===== src/rtl/pzcorebus_outstanding_limiter.sv =====
// pzcorebus_outstanding_limiter: caps in-flight non-posted pzcorebus commands at MAX_OUTSTANDING
// Contents: pzcorebus_pkg (config/command types), pzcorebus_if (bus interface), limiter top.
// Ports:
//   i_clk, i_rst_n     clock, asynchronous active-low reset
//   i_enable           1 = block non-posted commands while FULL; 0 = pass all, keep counting
//   o_outstanding      registered in-flight non-posted count
//   o_full             registered, high while the count is at the limit
//   o_error            sticky response-underflow flag
//   slave_if           upstream request source / response sink
//   master_if          downstream port toward the switch
// Optional feature: define PZCOREBUS_OUTSTANDING_LIMITER_ERROR_EN to implement the o_error flop;
// otherwise o_error is tied low (the underflow clamp is always present).
package pzcorebus_pkg;
  typedef enum logic [1:0] {
    PZCOREBUS_MEMORY_H = 2'd0,
    PZCOREBUS_MEMORY_L = 2'd1,
    PZCOREBUS_CSR      = 2'd2
  } pzcorebus_profile;
  typedef struct packed {
    pzcorebus_profile profile;
    logic [15:0]      address_width;
    logic [15:0]      data_width;
    logic [7:0]       id_width;
  } pzcorebus_config;
  // bit 3 of the encoding marks commands that expect a response
  typedef enum logic [3:0] {
    PZCOREBUS_NULL_COMMAND       = 4'b0000,
    PZCOREBUS_WRITE              = 4'b0001,
    PZCOREBUS_MESSAGE            = 4'b0010,
    PZCOREBUS_READ               = 4'b1000,
    PZCOREBUS_WRITE_NON_POSTED   = 4'b1001,
    PZCOREBUS_MESSAGE_NON_POSTED = 4'b1010
  } pzcorebus_command_type;
  typedef enum logic [1:0] {
    PZCOREBUS_NULL_RESPONSE      = 2'd0,
    PZCOREBUS_RESPONSE           = 2'd1,
    PZCOREBUS_RESPONSE_WITH_DATA = 2'd2
  } pzcorebus_response_type;
  // CSR buses acknowledge every access, so any real command there is non-posted
  function automatic logic is_non_posted_command(pzcorebus_profile profile, pzcorebus_command_type cmd);
    return (profile == PZCOREBUS_CSR) ? (cmd != PZCOREBUS_NULL_COMMAND) : cmd[3];
  endfunction
endpackage

interface pzcorebus_if
  import pzcorebus_pkg::*;
#(
  parameter pzcorebus_config BUS_CONFIG = '0
);
  localparam int AW = (BUS_CONFIG.address_width == 16'd0) ? 32 : int'(BUS_CONFIG.address_width);
  localparam int DW = (BUS_CONFIG.data_width == 16'd0) ? 32 : int'(BUS_CONFIG.data_width);
  localparam int IW = (BUS_CONFIG.id_width == 8'd0) ? 4 : int'(BUS_CONFIG.id_width);
  logic                   mcmd_valid;
  logic                   scmd_accept;
  pzcorebus_command_type  mcmd;
  logic [IW-1:0]          mid;
  logic [AW-1:0]          maddr;
  logic                   mdata_valid;
  logic                   sdata_accept;
  logic [DW-1:0]          mdata;
  logic [DW/8-1:0]        mdata_byteen;
  logic                   mdata_last;
  logic                   sresp_valid;
  logic                   mresp_accept;
  pzcorebus_response_type sresp;
  logic [IW-1:0]          sid;
  logic                   serror;
  logic [DW-1:0]          sdata;
  logic [1:0]             sresp_last;
  modport master (
    output mcmd_valid, mcmd, mid, maddr, mdata_valid, mdata, mdata_byteen, mdata_last, mresp_accept,
    input  scmd_accept, sdata_accept, sresp_valid, sresp, sid, serror, sdata, sresp_last
  );
  modport slave (
    input  mcmd_valid, mcmd, mid, maddr, mdata_valid, mdata, mdata_byteen, mdata_last, mresp_accept,
    output scmd_accept, sdata_accept, sresp_valid, sresp, sid, serror, sdata, sresp_last
  );
endinterface

module pzcorebus_outstanding_limiter
  import pzcorebus_pkg::*;
#(
  parameter pzcorebus_config BUS_CONFIG      = '0,
  parameter int              MAX_OUTSTANDING = 8,
  parameter int              COUNT_WIDTH     = $clog2(MAX_OUTSTANDING + 1)
)(
  input  logic                   i_clk,
  input  logic                   i_rst_n,
  input  logic                   i_enable,
  output logic [COUNT_WIDTH-1:0] o_outstanding,
  output logic                   o_full,
  output logic                   o_error,
  pzcorebus_if.slave             slave_if,
  pzcorebus_if.master            master_if
);
  typedef enum logic {
    OPEN = 1'b0,
    FULL = 1'b1
  } state_e;
  localparam logic [COUNT_WIDTH-1:0] MAX_COUNT = COUNT_WIDTH'(MAX_OUTSTANDING);
  state_e                 r_state;
  state_e                 w_state_next;
  logic [COUNT_WIDTH-1:0] r_count;
  logic [COUNT_WIDTH-1:0] w_count_next;
  logic                   w_non_posted;
  logic                   w_block;
  logic                   w_inc;
  logic                   w_dec;
  assign w_non_posted = is_non_posted_command(BUS_CONFIG.profile, slave_if.mcmd);
  // block follows the registered state, so a completion seen in FULL only frees a slot next cycle
  assign w_block      = i_enable && (r_state == FULL) && w_non_posted;
  assign master_if.mcmd_valid   = slave_if.mcmd_valid && !w_block;
  assign slave_if.scmd_accept   = master_if.scmd_accept && !w_block;
  assign master_if.mcmd         = slave_if.mcmd;
  assign master_if.mid          = slave_if.mid;
  assign master_if.maddr        = slave_if.maddr;
  assign master_if.mdata_valid  = slave_if.mdata_valid;
  assign slave_if.sdata_accept  = master_if.sdata_accept;
  assign master_if.mdata        = slave_if.mdata;
  assign master_if.mdata_byteen = slave_if.mdata_byteen;
  assign master_if.mdata_last   = slave_if.mdata_last;
  assign slave_if.sresp_valid   = master_if.sresp_valid;
  assign master_if.mresp_accept = slave_if.mresp_accept;
  assign slave_if.sresp         = master_if.sresp;
  assign slave_if.sid           = master_if.sid;
  assign slave_if.serror        = master_if.serror;
  assign slave_if.sdata         = master_if.sdata;
  assign slave_if.sresp_last    = master_if.sresp_last;
  assign w_inc = master_if.mcmd_valid && master_if.scmd_accept && w_non_posted;
  assign w_dec = master_if.sresp_valid && slave_if.mresp_accept && master_if.sresp_last[0];
  // saturate on increment (reachable only with limiting disabled), clamp at zero on decrement
  always_comb begin
    w_count_next = r_count;
    w_count_next = (w_inc && !w_dec && !(&r_count))     ? r_count + COUNT_WIDTH'(1)
                 : (w_dec && !w_inc && (r_count != '0)) ? r_count - COUNT_WIDTH'(1)
                 : r_count;
  end
  // >= keeps blocking after limiting is re-enabled with the count above the limit
  always_comb begin
    w_state_next = OPEN;
    w_state_next = (w_count_next >= MAX_COUNT) ? FULL : OPEN;
  end
  always_ff @(posedge i_clk or negedge i_rst_n) begin
    if (!i_rst_n) begin
      r_state <= OPEN;
      r_count <= '0;
    end else begin
      r_state <= w_state_next;
      r_count <= w_count_next;
    end
  end
  assign o_outstanding = r_count;
  assign o_full        = (r_state == FULL);
`ifdef PZCOREBUS_OUTSTANDING_LIMITER_ERROR_EN
  logic r_error;
  logic w_underflow;
  assign w_underflow = w_dec && !w_inc && (r_count == '0);
  always_ff @(posedge i_clk or negedge i_rst_n) begin
    if (!i_rst_n) begin
      r_error <= 1'b0;
    end else if (w_underflow) begin
      r_error <= 1'b1;
    end
  end
  assign o_error = r_error;
`else
  assign o_error = 1'b0;
`endif
endmodule


===== src/flat_wrapper.sv =====
// flat-port wrapper written by rule: the top's interface ports become plain ports
module pzcorebus_outstanding_limiter_flat import pzcorebus_pkg::*;
#(
  parameter pzcorebus_config BUS_CONFIG      = '0,
  parameter int              MAX_OUTSTANDING = 8,
  parameter int              COUNT_WIDTH     = $clog2(MAX_OUTSTANDING + 1)
)
  (i_clk, i_rst_n, i_enable, o_outstanding, o_full, o_error, slave_if_mcmd_valid, slave_if_mcmd, slave_if_mid, slave_if_maddr, slave_if_mdata_valid, slave_if_mdata, slave_if_mdata_byteen, slave_if_mdata_last, slave_if_mresp_accept, slave_if_scmd_accept, slave_if_sdata_accept, slave_if_sresp_valid, slave_if_sresp, slave_if_sid, slave_if_serror, slave_if_sdata, slave_if_sresp_last, master_if_mcmd_valid, master_if_mcmd, master_if_mid, master_if_maddr, master_if_mdata_valid, master_if_mdata, master_if_mdata_byteen, master_if_mdata_last, master_if_mresp_accept, master_if_scmd_accept, master_if_sdata_accept, master_if_sresp_valid, master_if_sresp, master_if_sid, master_if_serror, master_if_sdata, master_if_sresp_last);
  pzcorebus_if #(.BUS_CONFIG(BUS_CONFIG)) slave_if_i ();
  pzcorebus_if #(.BUS_CONFIG(BUS_CONFIG)) master_if_i ();
  input  logic i_clk;
  input  logic i_rst_n;
  input  logic i_enable;
  output logic [COUNT_WIDTH-1:0] o_outstanding;
  output logic o_full;
  output logic o_error;
  input wire logic [$bits(slave_if_i.mcmd_valid)-1:0] slave_if_mcmd_valid;
  input wire logic [$bits(slave_if_i.mcmd)-1:0] slave_if_mcmd;
  input wire logic [$bits(slave_if_i.mid)-1:0] slave_if_mid;
  input wire logic [$bits(slave_if_i.maddr)-1:0] slave_if_maddr;
  input wire logic [$bits(slave_if_i.mdata_valid)-1:0] slave_if_mdata_valid;
  input wire logic [$bits(slave_if_i.mdata)-1:0] slave_if_mdata;
  input wire logic [$bits(slave_if_i.mdata_byteen)-1:0] slave_if_mdata_byteen;
  input wire logic [$bits(slave_if_i.mdata_last)-1:0] slave_if_mdata_last;
  input wire logic [$bits(slave_if_i.mresp_accept)-1:0] slave_if_mresp_accept;
  output wire logic [$bits(slave_if_i.scmd_accept)-1:0] slave_if_scmd_accept;
  output wire logic [$bits(slave_if_i.sdata_accept)-1:0] slave_if_sdata_accept;
  output wire logic [$bits(slave_if_i.sresp_valid)-1:0] slave_if_sresp_valid;
  output wire logic [$bits(slave_if_i.sresp)-1:0] slave_if_sresp;
  output wire logic [$bits(slave_if_i.sid)-1:0] slave_if_sid;
  output wire logic [$bits(slave_if_i.serror)-1:0] slave_if_serror;
  output wire logic [$bits(slave_if_i.sdata)-1:0] slave_if_sdata;
  output wire logic [$bits(slave_if_i.sresp_last)-1:0] slave_if_sresp_last;
  output wire logic [$bits(master_if_i.mcmd_valid)-1:0] master_if_mcmd_valid;
  output wire logic [$bits(master_if_i.mcmd)-1:0] master_if_mcmd;
  output wire logic [$bits(master_if_i.mid)-1:0] master_if_mid;
  output wire logic [$bits(master_if_i.maddr)-1:0] master_if_maddr;
  output wire logic [$bits(master_if_i.mdata_valid)-1:0] master_if_mdata_valid;
  output wire logic [$bits(master_if_i.mdata)-1:0] master_if_mdata;
  output wire logic [$bits(master_if_i.mdata_byteen)-1:0] master_if_mdata_byteen;
  output wire logic [$bits(master_if_i.mdata_last)-1:0] master_if_mdata_last;
  output wire logic [$bits(master_if_i.mresp_accept)-1:0] master_if_mresp_accept;
  input wire logic [$bits(master_if_i.scmd_accept)-1:0] master_if_scmd_accept;
  input wire logic [$bits(master_if_i.sdata_accept)-1:0] master_if_sdata_accept;
  input wire logic [$bits(master_if_i.sresp_valid)-1:0] master_if_sresp_valid;
  input wire logic [$bits(master_if_i.sresp)-1:0] master_if_sresp;
  input wire logic [$bits(master_if_i.sid)-1:0] master_if_sid;
  input wire logic [$bits(master_if_i.serror)-1:0] master_if_serror;
  input wire logic [$bits(master_if_i.sdata)-1:0] master_if_sdata;
  input wire logic [$bits(master_if_i.sresp_last)-1:0] master_if_sresp_last;
  assign slave_if_i.mcmd_valid = slave_if_mcmd_valid;
  assign slave_if_i.mcmd = slave_if_mcmd;
  assign slave_if_i.mid = slave_if_mid;
  assign slave_if_i.maddr = slave_if_maddr;
  assign slave_if_i.mdata_valid = slave_if_mdata_valid;
  assign slave_if_i.mdata = slave_if_mdata;
  assign slave_if_i.mdata_byteen = slave_if_mdata_byteen;
  assign slave_if_i.mdata_last = slave_if_mdata_last;
  assign slave_if_i.mresp_accept = slave_if_mresp_accept;
  assign slave_if_scmd_accept = slave_if_i.scmd_accept;
  assign slave_if_sdata_accept = slave_if_i.sdata_accept;
  assign slave_if_sresp_valid = slave_if_i.sresp_valid;
  assign slave_if_sresp = slave_if_i.sresp;
  assign slave_if_sid = slave_if_i.sid;
  assign slave_if_serror = slave_if_i.serror;
  assign slave_if_sdata = slave_if_i.sdata;
  assign slave_if_sresp_last = slave_if_i.sresp_last;
  assign master_if_mcmd_valid = master_if_i.mcmd_valid;
  assign master_if_mcmd = master_if_i.mcmd;
  assign master_if_mid = master_if_i.mid;
  assign master_if_maddr = master_if_i.maddr;
  assign master_if_mdata_valid = master_if_i.mdata_valid;
  assign master_if_mdata = master_if_i.mdata;
  assign master_if_mdata_byteen = master_if_i.mdata_byteen;
  assign master_if_mdata_last = master_if_i.mdata_last;
  assign master_if_mresp_accept = master_if_i.mresp_accept;
  assign master_if_i.scmd_accept = master_if_scmd_accept;
  assign master_if_i.sdata_accept = master_if_sdata_accept;
  assign master_if_i.sresp_valid = master_if_sresp_valid;
  assign master_if_i.sresp = master_if_sresp;
  assign master_if_i.sid = master_if_sid;
  assign master_if_i.serror = master_if_serror;
  assign master_if_i.sdata = master_if_sdata;
  assign master_if_i.sresp_last = master_if_sresp_last;
  pzcorebus_outstanding_limiter #(.BUS_CONFIG(BUS_CONFIG), .MAX_OUTSTANDING(MAX_OUTSTANDING), .COUNT_WIDTH(COUNT_WIDTH)) u_core (.i_clk(i_clk), .i_rst_n(i_rst_n), .i_enable(i_enable), .o_outstanding(o_outstanding), .o_full(o_full), .o_error(o_error), .slave_if(slave_if_i), .master_if(master_if_i));
endmodule

===== config.mk =====
export PLATFORM = sky130hd
export DESIGN_NAME = pzcorebus_outstanding_limiter_flat
export DESIGN_NICKNAME = d
export VERILOG_FILES = /design/src/rtl/pzcorebus_outstanding_limiter.sv /design/src/flat_wrapper.sv
export SDC_FILE = /design/constraint.sdc
export NUM_CORES = 1
export LEC_CHECK = 0
export BUFFER_PORTS_ARGS = -buffer_cell sky130_fd_sc_hd__buf_2
export CAP_MARGIN = 20
export CORE_AREA = 5 5 97 99
export CTS_BUF_LIST = sky130_fd_sc_hd__clkbuf_16
export DETAILED_ROUTE_END_ITERATION = 6
export DIE_AREA = 0 0 102 104
export SYNTH_ARGS = -nofsm -noshare
export SYNTH_HDL_FRONTEND = slang
export SYNTH_SLANG_ARGS = --single-unit

===== constraint.sdc =====
create_clock -name i_clk -period 1.2 [get_ports i_clk]
set_input_delay 0.12 -clock i_clk [delete_from_list [all_inputs] [get_ports i_clk]]
set_output_delay 0.12 -clock i_clk [all_outputs]
set_load 0.03 [all_outputs]

After elaboration in Yosys (flattened, before gate mapping)

Index checks and enable logic that the tools add are counted.
Widths: inputs -> output; s select.

$add $sub $neg: 2
$lt $le $gt $ge: 1
Mux-type cells: 3
Reductions and logical operators: 18

Operator list:

| kind                | count |
|---|---|
| $logic_and 1x1->1   | 12 |
| $mux 4              | 2 |
| $add 4x1->4 const B | 1 |
| $ge 4x4->1 const B  | 1 |
| $logic_not 1->1     | 4 |
| $reduce_and 4->1    | 1 |
| $reduce_bool 4->1   | 1 |
| $sub 4x1->4 const B | 1 |
| $mux 1              | 1 |

Register bits: 5
Bits of input ports: 127
Output and inout bits: 130
Logic and storage cells: 26

Longest topological paths before layout

Word-level depth: 13
Mapped depth: 6
Gate-level depth less buffers: 6

Least setup slack after synthesis

No wires, ideal clock.

Path type: reg2reg
Start point: register u_core.r_count[0], in the netlist u_core.o_outstanding[0]
End point: register u_core.r_state, in the netlist u_core.o_full
Library setup time: 79 ps
Data arrival time: 1,396 ps
Required time: 1,121 ps
Setup slack: -276 ps
Stages on the path, launching flop included: 7
Path buffers: 0
Clock period less this slack: 1,476 ps
Cells stage by stage: dfrtp_1 -> inv_1 -> ha_1 -> nand2b_1 -> o211ai_1 -> mux2i_1 -> xor2_1

Word-level cells in the longest chain between the ends: 6
Elaborated cells between the ends (all ways): 11
Classes of those cells: add/sub (2); order compare (1); mux (3); reduce/logical (5)

RTL lines:

| item                                                | RTL line                             | text |
|---|---|---|
| from (decl)                                         | pzcorebus_outstanding_limiter.sv:103 | `logic [COUNT_WIDTH-1:0] r_count;` |
| from (signal assigned)                              | pzcorebus_outstanding_limiter.sv:149 | `r_count <= w_count_next;` |
| branches (longest 3 deep; another with $sub 4x1->4) | --                                   |  |
| $mux 4 *                                            | pzcorebus_outstanding_limiter.sv:134 | `w_count_next = (w_inc && !w_dec && !(&r_count)) ? r_count + COUNT_WIDTH'(1)` |
| $ge 4x4->1 *                                        | pzcorebus_outstanding_limiter.sv:141 | `w_state_next = (w_count_next >= MAX_COUNT) ? FULL : OPEN;` |
| $mux 1 *                                            | pzcorebus_outstanding_limiter.sv:141 |  |
| named net u_core.w_state_next                       | pzcorebus_outstanding_limiter.sv:102 | `state_e w_state_next;` |
| to (signal assigned)                                | pzcorebus_outstanding_limiter.sv:148 | `r_state <= w_state_next;` |
| to (decl)                                           | pzcorebus_outstanding_limiter.sv:101 | `state_e r_state;` |

Mark *: on every way through the listed nets, which the timed path passes.

Final worst setup path

Ends and elaborated chain as after synthesis.

==> results_dict.tcl <==
set metrics [dict create \
    clock_latency_ns 0.22 \
    path_class "flop to flop" \
    async_reset_ff_share_pct 100 \
    die_w_um 102 \
    cts-htree-levels 1 \
    fin_area_sq_um 927 \
    slew_violations 0 \
    routed-via-count 619 \
    synth.yosys.seq_area_share_pct 9.43 \
    ir_worst_vdd_mv 0.677 \
    fillCellCount 962 \
    setup_slack_ns -0.140 \
    worst_ep_arrival_time_ns 1.44 \
    max_cap_viol_count 0 \
    dp_slack_ns -0.120 \
    setup_violations 7 \
    finalNetCount 213 \
    worstPathMaxFanout 4 \
    yosysTopAreaCellShare_pct 69.6 \
    die_height_um 104 \
    antenna_cells 0 \
    p_leak_nw 0.388 \
    min_period_ns 1.34 \
    grt_pass1_vias 637 \
    rows 34 \
    synth_warnings 0 \
    cts_tree "built" \
    portBuffers 19 \
    dr.first_iter.drc_count 4 \
    antenna_found_initial 0 \
    syn_inst 169 \
    cp_data_required_time_ns 1.30 \
    grt_pass1_wl_mm 3.65 \
    place_congestion 0.699 \
    cp-end-kind "flop" \
    syn_to_final_growth_pct -30.1 \
    die_area_sq_um 10600 \
    synth_top_area_cell "buf_4" \
    synth_area_leaders "buf_4 (70%), dfrtp_1 (9.4%), mux2i_1 (3.0%)" \
    syn_nets 298 \
    violations "setup timing" \
    final-seq-area_sq_um 130 \
    critPathLaunchType "flop" \
    fin_worst_skew_ns 0.00106 \
    yosysMostFrequentCell "buf_4" \
    cts-root-buf "clkbuf_16" \
    place_area_sq_um 722 \
    overflow 0 \
    floorplan.initialDensity_pct 15.7 \
    syn_avg_cell_area_sq_um 7.85 \
    routed_wirelength_mm 2.74 \
    worst_hold_path_type "input port to async pin" \
    power.density_nw_per_um2 2340 \
    synth-main-ff-cell "dfrtp_1" \
    wl_per_cell_um 14.4 \
    outcome "complete, but fails checks" \
    dpl.hpwl_mm 2.18 \
    grt_use_total_pct 4.54 \
    rsz0062_at_grt "yes" \
    ys_ff_latch 5 \
    netlist_area_sq_um 1330 \
    multi_input_area_sq_um 333 \
    finalHoldViolCount 0 \
    clockBufferDepth 2 \
    routed_via_density 3.24 \
    synth_commonest_cells "buf_4 (123), dfrtp_1 (5), nand3_1 (5)" \
    core_sq_um 8470 \
    synth_edf_count 0 \
    final.period_utilization_pct 112 \
    drive_above_1_share_pct 68.7 \
    fmax_ghz 0.746 \
    grt_max_degree 9 \
    drtAntennaViolNets 0 \
    numCtsBuffers 3 \
    ios 257 \
    clkSlewWorstSetupHoldPaths_ns 0.03 \
    drtPass1Iterations 2 \
    yosys.cell_types.count 23 \
    drc_errors 0 \
    cts_num_sinks 5 \
]
==> path summary, 6_finish.rpt <==
path                                               from                      end  slack [ns]  depth (start not counted)
worst max-delay path            u_core.o_outstanding[0]            u_core.o_full       -0.14                          6
worst min-delay path                            i_rst_n            u_core.o_full        0.24                          2
worst max register to register  u_core.o_outstanding[0]            u_core.o_full       -0.14                          6
worst min register to register  u_core.o_outstanding[3]  u_core.o_outstanding[3]        0.57                          1
max in group asynchronous                       i_rst_n  u_core.o_outstanding[0]        0.81                          2
min in group i_clk                   slave_if_mdata[28]      master_if_mdata[28]        0.24                          0
==> per-layer routing <==
| metal | track usage (%) | part of all wire, % |
|---|---|---|
| met3 | 4.43 | 24 |
| met4 | 6.84 | 14 |
| met2 | 6.31 | 43 |
| met5 | 0 | 0 |
| met1 | 2.45 | 19 |
==> where the power goes <==
group / total [mW] / switching, mW / internal, mW
Clock: 0.532 / 0.102 / 0.431
Combinational: 1.21 / 0.565 / 0.642
Sequential: 0.428 / 0.159 / 0.269
==> state kept, by name, summed over array words and instances, names as in the netlist <==
register and flops:
u_core.o_full 1, u_core.o_outstanding 4
==> critical path: stages (launching register included) <==
cell and delay [ns]:
dfrtp_2 0.43, inv_2 0.09, ha_4 0.15, nand2b_4 0.06, o211ai_1 0.20, mux2i_2 0.12, xor2_1 0.17
==> cell families (layout without fill, tap and decap cells) <==
kind of cell	Yosys count	count (layout)	share of synthesized area (%)
flip-flops	5	5	9.43
other	1	1	0.283
buffers and inverters	126	40	70.6
adder cells (fa/ha/maj)	2	2	1.89
AND/OR/NAND/NOR	19	19	7.74
AO/OA/AOI/OAI	9	9	5.09
XOR/XNOR	3	3	1.98
multiplexers	4	4	3.02
==> timing repair <==
action / CTS / global route
setup endpoints to repair: 7 / 8
hold buffers: 1 / 0
pin swaps: 2 / 6
buffers inserted: 2 / 2
gates resized for setup: 8 / 15
endpoints found under the hold margin: 5 / 0
==> cell usage in the layout (no fill, tap or decap), types with 2 or more instances in the layout <==
cell type / count
nand2_1: 4
nand3_1: 3
and3_1: 2
and2_4: 3
dfrtp_2: 4
inv_2: 2
xor2_1: 2
buf_2: 15
clkbuf_16: 3
buf_6: 6
mux2i_1: 3
buf_4: 12
o21ai_0: 2
==> cell type report <==
| type | count | area share [%] |
|---|---|---|
| clock buffer | 3 | 8.10 |
| clock inverter | 1 | 0.405 |
| inverter | 2 | 0.810 |
| multi-input combinational | 38 | 35.9 |
| sequential | 5 | 14.0 |
| tap | 108 | 14.6 |
| timing repair buffer | 34 | 26.2 |
==> metrics by stage <==
stage	hold WS [ns]	power, mW	TNS, ns	instances	utilization, %
2_1_floorplan	-0.176	1.67	-0.581	169	-
3_3_place_gp	-0.0598	1.30	-0.301	182	8.53
3_5_place_dp	-0.0571	1.31	-0.435	182	8.53
4_1_cts	0.240	1.94	-0.529	189	10.1
5_1_grt	0.240	2.32	-0.852	191	11.0
6_report	0.240	2.17	-0.403	191	11.0
(Power assumes the default switching activity.)
